### src/rtl/cmp_seq_ctrl.sv
// Multi-cycle magnitude comparator: one 4-bit slice comparator is stepped MSB-first over the operands.
// Optional macro CMP_SEQ_EARLY_EXIT_EN ends the scan at the first unequal slice.
module cmp_seq_ctrl #(
  parameter int WIDTH = 16
) (
  input  logic             clk,
  input  logic             rst_n,
  input  logic             start,
  input  logic [WIDTH-1:0] a,
  input  logic [WIDTH-1:0] b,
  output logic             busy,
  output logic             done,
  output logic             lesser,
  output logic             greater,
  output logic             equal,
  output logic [1:0]       dbg_state
);
  localparam int NSLICE = WIDTH / 4;
  localparam int IW = (NSLICE > 1) ? $clog2(NSLICE) : 1;
  localparam logic [IW-1:0] IDX_TOP = IW'(NSLICE - 1);

  typedef enum logic [1:0] {
    IDLE = 2'd0,
    RUN  = 2'd1,
    DONE = 2'd2
  } state_t;

  // Handshake: start is sampled only in IDLE or DONE; an accepted start captures a/b on that edge.
  // busy is high for every RUN cycle, done pulses for one cycle and flags are valid from then on.
  state_t           state, state_n;
  logic [WIDTH-1:0] a_q, b_q;
  logic [IW-1:0]    idx;
  logic             dec_valid, dec_gt;
  logic [3:0]       sa, sb;
  logic             s_ne, s_gt, last, finish, load;

  assign sa   = a_q[4*idx +: 4];
  assign sb   = b_q[4*idx +: 4];
  assign s_ne = (sa != sb);
  assign s_gt = (sa > sb);
  assign last = (idx == '0);

`ifdef CMP_SEQ_EARLY_EXIT_EN
  assign finish = s_ne | last;
`else
  assign finish = last;
`endif

  always_ff @(posedge clk or negedge rst_n) begin
    if (!rst_n) state <= IDLE;
    else        state <= state_n;
  end

  always_comb begin
    state_n = state;
    load    = 1'b0;
    case (state)
      IDLE: if (start) begin
        state_n = RUN;
        load    = 1'b1;
      end
      RUN: if (finish) state_n = DONE;
      DONE: begin
        if (start) begin
          state_n = RUN;
          load    = 1'b1;
        end else begin
          state_n = IDLE;
        end
      end
      default: state_n = IDLE;
    endcase
  end

  // The first unequal slice wins; the visible flags change only on the edge that leaves RUN.
  always_ff @(posedge clk or negedge rst_n) begin
    if (!rst_n) begin
      a_q       <= '0;
      b_q       <= '0;
      idx       <= '0;
      dec_valid <= 1'b0;
      dec_gt    <= 1'b0;
      lesser    <= 1'b0;
      greater   <= 1'b0;
      equal     <= 1'b0;
    end else if (load) begin
      a_q       <= a;
      b_q       <= b;
      idx       <= IDX_TOP;
      dec_valid <= 1'b0;
      dec_gt    <= 1'b0;
    end else if (state == RUN) begin
      if (s_ne && !dec_valid) begin
        dec_valid <= 1'b1;
        dec_gt    <= s_gt;
      end
      if (finish) begin
        if (dec_valid) begin
          lesser  <= ~dec_gt;
          greater <= dec_gt;
          equal   <= 1'b0;
        end else if (s_ne) begin
          lesser  <= ~s_gt;
          greater <= s_gt;
          equal   <= 1'b0;
        end else begin
          lesser  <= 1'b0;
          greater <= 1'b0;
          equal   <= 1'b1;
        end
      end else begin
        idx <= idx - 1'b1;
      end
    end
  end

  assign busy      = (state == RUN);
  assign done      = (state == DONE);
  assign dbg_state = state;
endmodule
### config.mk
export PLATFORM = sky130hd
export DESIGN_NAME = cmp_seq_ctrl
export DESIGN_NICKNAME = d
export VERILOG_FILES = /design/src/rtl/cmp_seq_ctrl.sv
export SDC_FILE = /design/constraint.sdc
export NUM_CORES = 1
export LEC_CHECK = 0
export CORE_MARGIN = 2
export CORE_UTILIZATION = 25
export DETAILED_ROUTE_END_ITERATION = 12
export HOLD_SLACK_MARGIN = 0.05
export SLEW_MARGIN = 40
export SYNTH_ARGS = -nofsm -noshare
export SYNTH_HDL_FRONTEND = slang
export SYNTH_SLANG_ARGS = --single-unit
### constraint.sdc
create_clock -name clk -period 2.03 [get_ports clk]
set_clock_uncertainty 0.15 [all_clocks]
set_input_delay 0.203 -clock clk [delete_from_list [all_inputs] [get_ports clk]]
set_output_delay 0.203 -clock clk [all_outputs]
set_load 0.01 [all_outputs]
=== Word level (Yosys, flattened, before mapping) ===
Cells that the tools add are included.

* Bits in registers: 41
* Logic and storage cells: 54
* Output and inout port bits: 7

* $lt $le $gt $ge: 1
* Equality and inequality tests: 6
* Shift-type cells: 2
* Add/sub/neg operators: 1
* Reduce and logical (&&, ||, !) cells: 11
* Bitwise logic cells: 3
* Multiplexer cells: 21

{| class="wikitable"
|+ Operators by type and width
! operator !! count
|-
| $shiftx 16x5->4 || 2
|-
| $mux 1 || 15
|-
| $mux 2 || 5
|-
| $pmux 2 s3 || 1
|-
| $reduce_and 2->1 || 3
|-
| $gt 4x4->1 || 1
|-
| $logic_not 2->1 || 2
|-
| $ne 2x1->1 const B || 2
|-
| $ne 4x4->1 || 1
|-
| $reduce_bool 2->1 || 2
|-
| $not 1->1 || 3
|-
| $reduce_and 3->1 || 1
|-
| $eq 2x1->1 const B || 1
|-
| $eq 2x2->1 const B || 1
|-
| $ne 2x2->1 const B || 1
|-
| $reduce_or 2->1 || 1
|-
| $sub 2x1->2 const B || 1
|-
| $logic_and 1x1->1 || 1
|-
| $logic_not 1->1 || 1
|}

=== Depth between registers and ports, before layout ===
* Depth after elaboration: 6
* Mapped depth: 8
* Depth with buffers taken out: 7

=== Worst setup path after synthesis ===
No wires, ideal clock.

* Path type: register to register
* Start point: register idx[0]
* End point: register dec_gt
* Library setup time: 0.138 ns
* Path buffers: 1
* Path slack: -0.101 ns
* Clock period less this slack: 2.131 ns
* Cell stages (with the launch flop): 8
* Arrival: 1.843 ns
* Path through: dfrtp_1 -> buf_6 -> mux4_2 -> ha_1 -> nor2b_1 -> o211ai_1 -> and2_4 -> a311oi_2

* Cells in the longest elaborated chain, start to end: 5
* Elaborated cells between the ends (all ways): 10
* Classes of those cells: order compare: 1; eq/ne: 1; shift: 2; mux: 3; reduce/logical: 3

{| class="wikitable"
|+ Ends and longest elaborated chain
! element !! RTL line !! text
|-
| from (decl) || 32 || <nowiki>logic [IW-1:0] idx;</nowiki>
|-
| from (signal assigned) || 112 || <nowiki>idx <= idx - 1'b1;</nowiki>
|-
| $shiftx 16x5->4 (on tied branches) || 37, 38 ||
|-
| $gt 4x4->1 / $ne 4x4->1 (equally long branches) || 40, 39 ||
|-
| $mux 1 / $logic_and 1x1->1 (equally long branches) || 93 || <nowiki>if (s_ne && !dec_valid) begin</nowiki>
|-
| $mux 1 / $reduce_bool 2->1 (equally long branches) || -- ||
|-
| $mux 1 / $reduce_and 2->1 (equally long branches) || -- ||
|-
| to (signal assigned) || 95 || <nowiki>dec_gt <= s_gt;</nowiki>
|-
| to (decl) || 33 || <nowiki>logic dec_valid, dec_gt;</nowiki>
|}

Parallel ways exist; a longest one is shown, timed or not. The select of a mux whose other input is x is not followed.
A chain may end at the register's enable or synchronous reset.

=== Final worst setup path ===
Same ends and word-level chain as after synthesis.

==> results.toml <==
[run_status]
status = "finished with violations"
violations = "setup timing"

[timing]
min_period_over_period_pct = 109
fmaxAchievable_mhz = 453
layout_setup_ws_ns = -0.175
hold_viol = 0
tns_ns = -0.423
rsz0062_at_grt = "yes"
final_max_slew_viol_count = 0
period_needed_ns = 2.21
setup_violations = 3
worst_pin_slew_ns = 0.379
relSlewSlack_pct = 74.8

[setup_path]
worstPathCellList = "buf_12 > mux4_2 > ha_4 > nor2b_4 > o211ai_1 > and2_4 > a311oi_2"
r2r_setup_slack_ns = -0.18
crit_path_end_kind = "register"
path_buf_inv = 1
start_kind = "register"
critPathKind = "reg -> reg"
slowest_delay_ns = 0.53
cp_data_required_time_ns = 2.09
critical_path.endpoint = "dec_gt$_DFFE_PN0P_"
cp_slowest_cell = "mux4_2"
ff2ff_path_depth = 7
r2r-start = "idx[0]$_DFFE_PN0P_"
cp_data_arrival_time_ns = 2.26
crit_family = "multiplexers"
r2r-end = "dec_gt$_DFFE_PN0P_"
startpoint = "idx[0]$_DFFE_PN0P_"
path_max_fanout = 5
critical_path_depth = 7

[clocking]
clockBufferDepth = 2
cts_setup_buffers = 0
clk_latency_ns = 0.29
cts_tree = "done"
cts_buffers = 5
cts_sinks = 41
path_clk_slew_ns = 0.08
ctsHtreeMaxLevel = 2
clock-root-buffer = "clkbuf_8"

[floorplanning]
die_h_um = 91.7
core_area_um2 = 7330
die_area_um2 = 8400
start_util_pct = 26.2
die_w_um = 91.7
num_rows = 31
io_pins = 42

[drt]
top_layer = "met4"
drtIter0Drc = 61
met3_length_um = 205
drtAntennaViolNets = 0
drtPass1Iterations = 4
dr_wl_met2_um = 1870
wirelength_um = 3990
vias = 1423
via_per_inst = 4.15
route.detailed.wl_per_inst_um = 11.6
met1_length_um = 1850
post-route-drc-count = 0

[placed_design]
globalplace.congestion = 0.812
placed_cells = 334
portBuffers = 41
detailed_place_hpwl_um = 2940

[hold_path]
hold_path_class = "in -> async"

[finish]
post-route-util_pct = 36.7
nets = 283
fillCellCount = 758
finalNonFillerCells = 343
final_common_cell = "nand2_1"
final_cell_mix = "101 x nand2_1, 41 x dfrtp_1, 40 x clkdlybuf4s50_1, 8 x mux4_2"
n_antenna_cell = 0
drive_above_1_share_pct = 16.8
area_growth_pct = 40.0

[synth]
yosys.area.top_type = "dfrtp_1"
yosys_warnings = 0
synth_cells = 198
ys_top_cells_by_area = "dfrtp_1 53%, nand2_1 20%, mux4_2 9.4%, ha_1 3.3%, buf_2 2.3%"
synth_nets = 238
yosysSeqAreaShare_pct = 53.4
synth_seq_cells = 41
syn_area_per_cell_um2 = 9.70
ys_types = 25
synth_area_um2 = 1920
synth_top_area_share_pct = 53.4

[pwr]
worst_ir_drop_vdd_mv = 0.551
power_density_nw_per_um2 = 1680
cellLeakagePower_nw = 1.26

[global_route]
gr-total-overflow = 0
grt_first_pass_wirelength_um = 6960
grt_start_max_net_pins = 42
grt_pass1_vias = 1502
grt_use_total_pct = 10.5
antenna_found_initial = 0

[job]
max_cap_viol_count = 0
[worst reg2reg max path: stages (launching register included)]
cell and delay, ns:
dfrtp_1 0.39, buf_12 0.13, mux4_2 0.53, ha_4 0.30, nor2b_4 0.12, o211ai_1 0.10
and2_4 0.16, a311oi_2 0.23
[Yosys cell counts]
| cell | count |
|---|---|
| a21oi_1 | 3 |
| buf_2 | 9 |
| nand3_1 | 3 |
| nor2_1 | 2 |
| and2b_4 | 1 |
| nand2_1 | 101 |
| nand4_2 | 1 |
| o211ai_2 | 1 |
| nand2_2 | 1 |
| nand2b_2 | 1 |
| o211ai_1 | 2 |
| a31oi_1 | 1 |
| dfrtp_1 | 41 |
| a311oi_2 | 1 |
| o31ai_1 | 1 |
| clkinv_2 | 1 |
| inv_1 | 6 |
| and2b_2 | 1 |
| buf_6 | 1 |
| nand2b_1 | 2 |
| nor2b_1 | 3 |
| and2_4 | 1 |
| mux4_2 | 8 |
| xnor2_1 | 1 |
| ha_1 | 5 |
[how the worst min path moves through the flow]
stage	to	from	cells after the start	slack, ns
floorplan	a_q[0]$_DFFE_PN0P_	rst_n	0	-0.24
global placement	a_q[10]$_DFFE_PN0P_	rst_n	2	0.04
detailed placement	a_q[6]$_DFFE_PN0P_	rst_n	2	0.04
CTS	a_q[6]$_DFFE_PN0P_	rst_n	3	0.25
global route	b_q[4]$_DFFE_PN0P_	b[4]	3	0.27
finish	a_q[10]$_DFFE_PN0P_	rst_n	3	0.25
[metrics by stage]
step / worst slack, ns / cell area (um^2) / hold WS [ns] / total power [mW]
final: -0.175 / 2690 / 0.246 / 4.52
after global routing: -0.285 / 2690 / 0.275 / 4.90
after CTS: -0.202 / 2640 / 0.248 / 4.30
after detailed placement: -0.186 / 2490 / 0.0440 / 3.48
after global placement: -0.122 / 2490 / 0.0406 / 3.42
after floorplan: -0.0833 / 1950 / -0.243 / 2.88
[final cells by class]
cell class / count / area (um^2) / share of cell area, %
repair buffers: 48 / 489 / 18.2
multi-input cells: 140 / 888 / 33.0
clock buffers: 5 / 68.8 / 2.56
clock inverters: 3 / 65.1 / 2.42
well taps: 99 / 124 / 4.61
inverters: 7 / 27.5 / 1.02
flip-flops and latches: 41 / 1030 / 38.2
[what timing repair did]
item	in CTS	in global routing
pin swaps	6	5
hold buffers	1	0
hold endpoints to repair	41	0
gates resized for setup	2	6
setup endpoints to repair	5	5
[power by group]
group	internal, mW	switching [mW]
combinational	1.25	1.04
clock	0.488	0.278
sequential	1.20	0.264
total	2.94	1.58
[registers in the layout, summed over array words and instances, names as in the netlist, 2 cells and up]
register and count:
idx 2, dbg_state 2, a_q 16, b_q 16
[kinds of logic after synthesis]
logic type	after synthesis	synth area share, %
buffers and inverters	17	4.36
xor gates and xnor gates	1	0.456
muxes	8	9.38
adders and majority gates	5	3.26
AOI/OAI and AO/OA	9	3.71
and+or+nand+nor	117	25.4
DFF	41	53.4
[layer usage]
layer  vias up  global-route usage, %
li1        721                      -
met3         6                   3.37
met1       670                   13.0
met5         -                      0
met2        26                   17.0
met4         0                   4.42
Power figures use the tool's default switching activity.
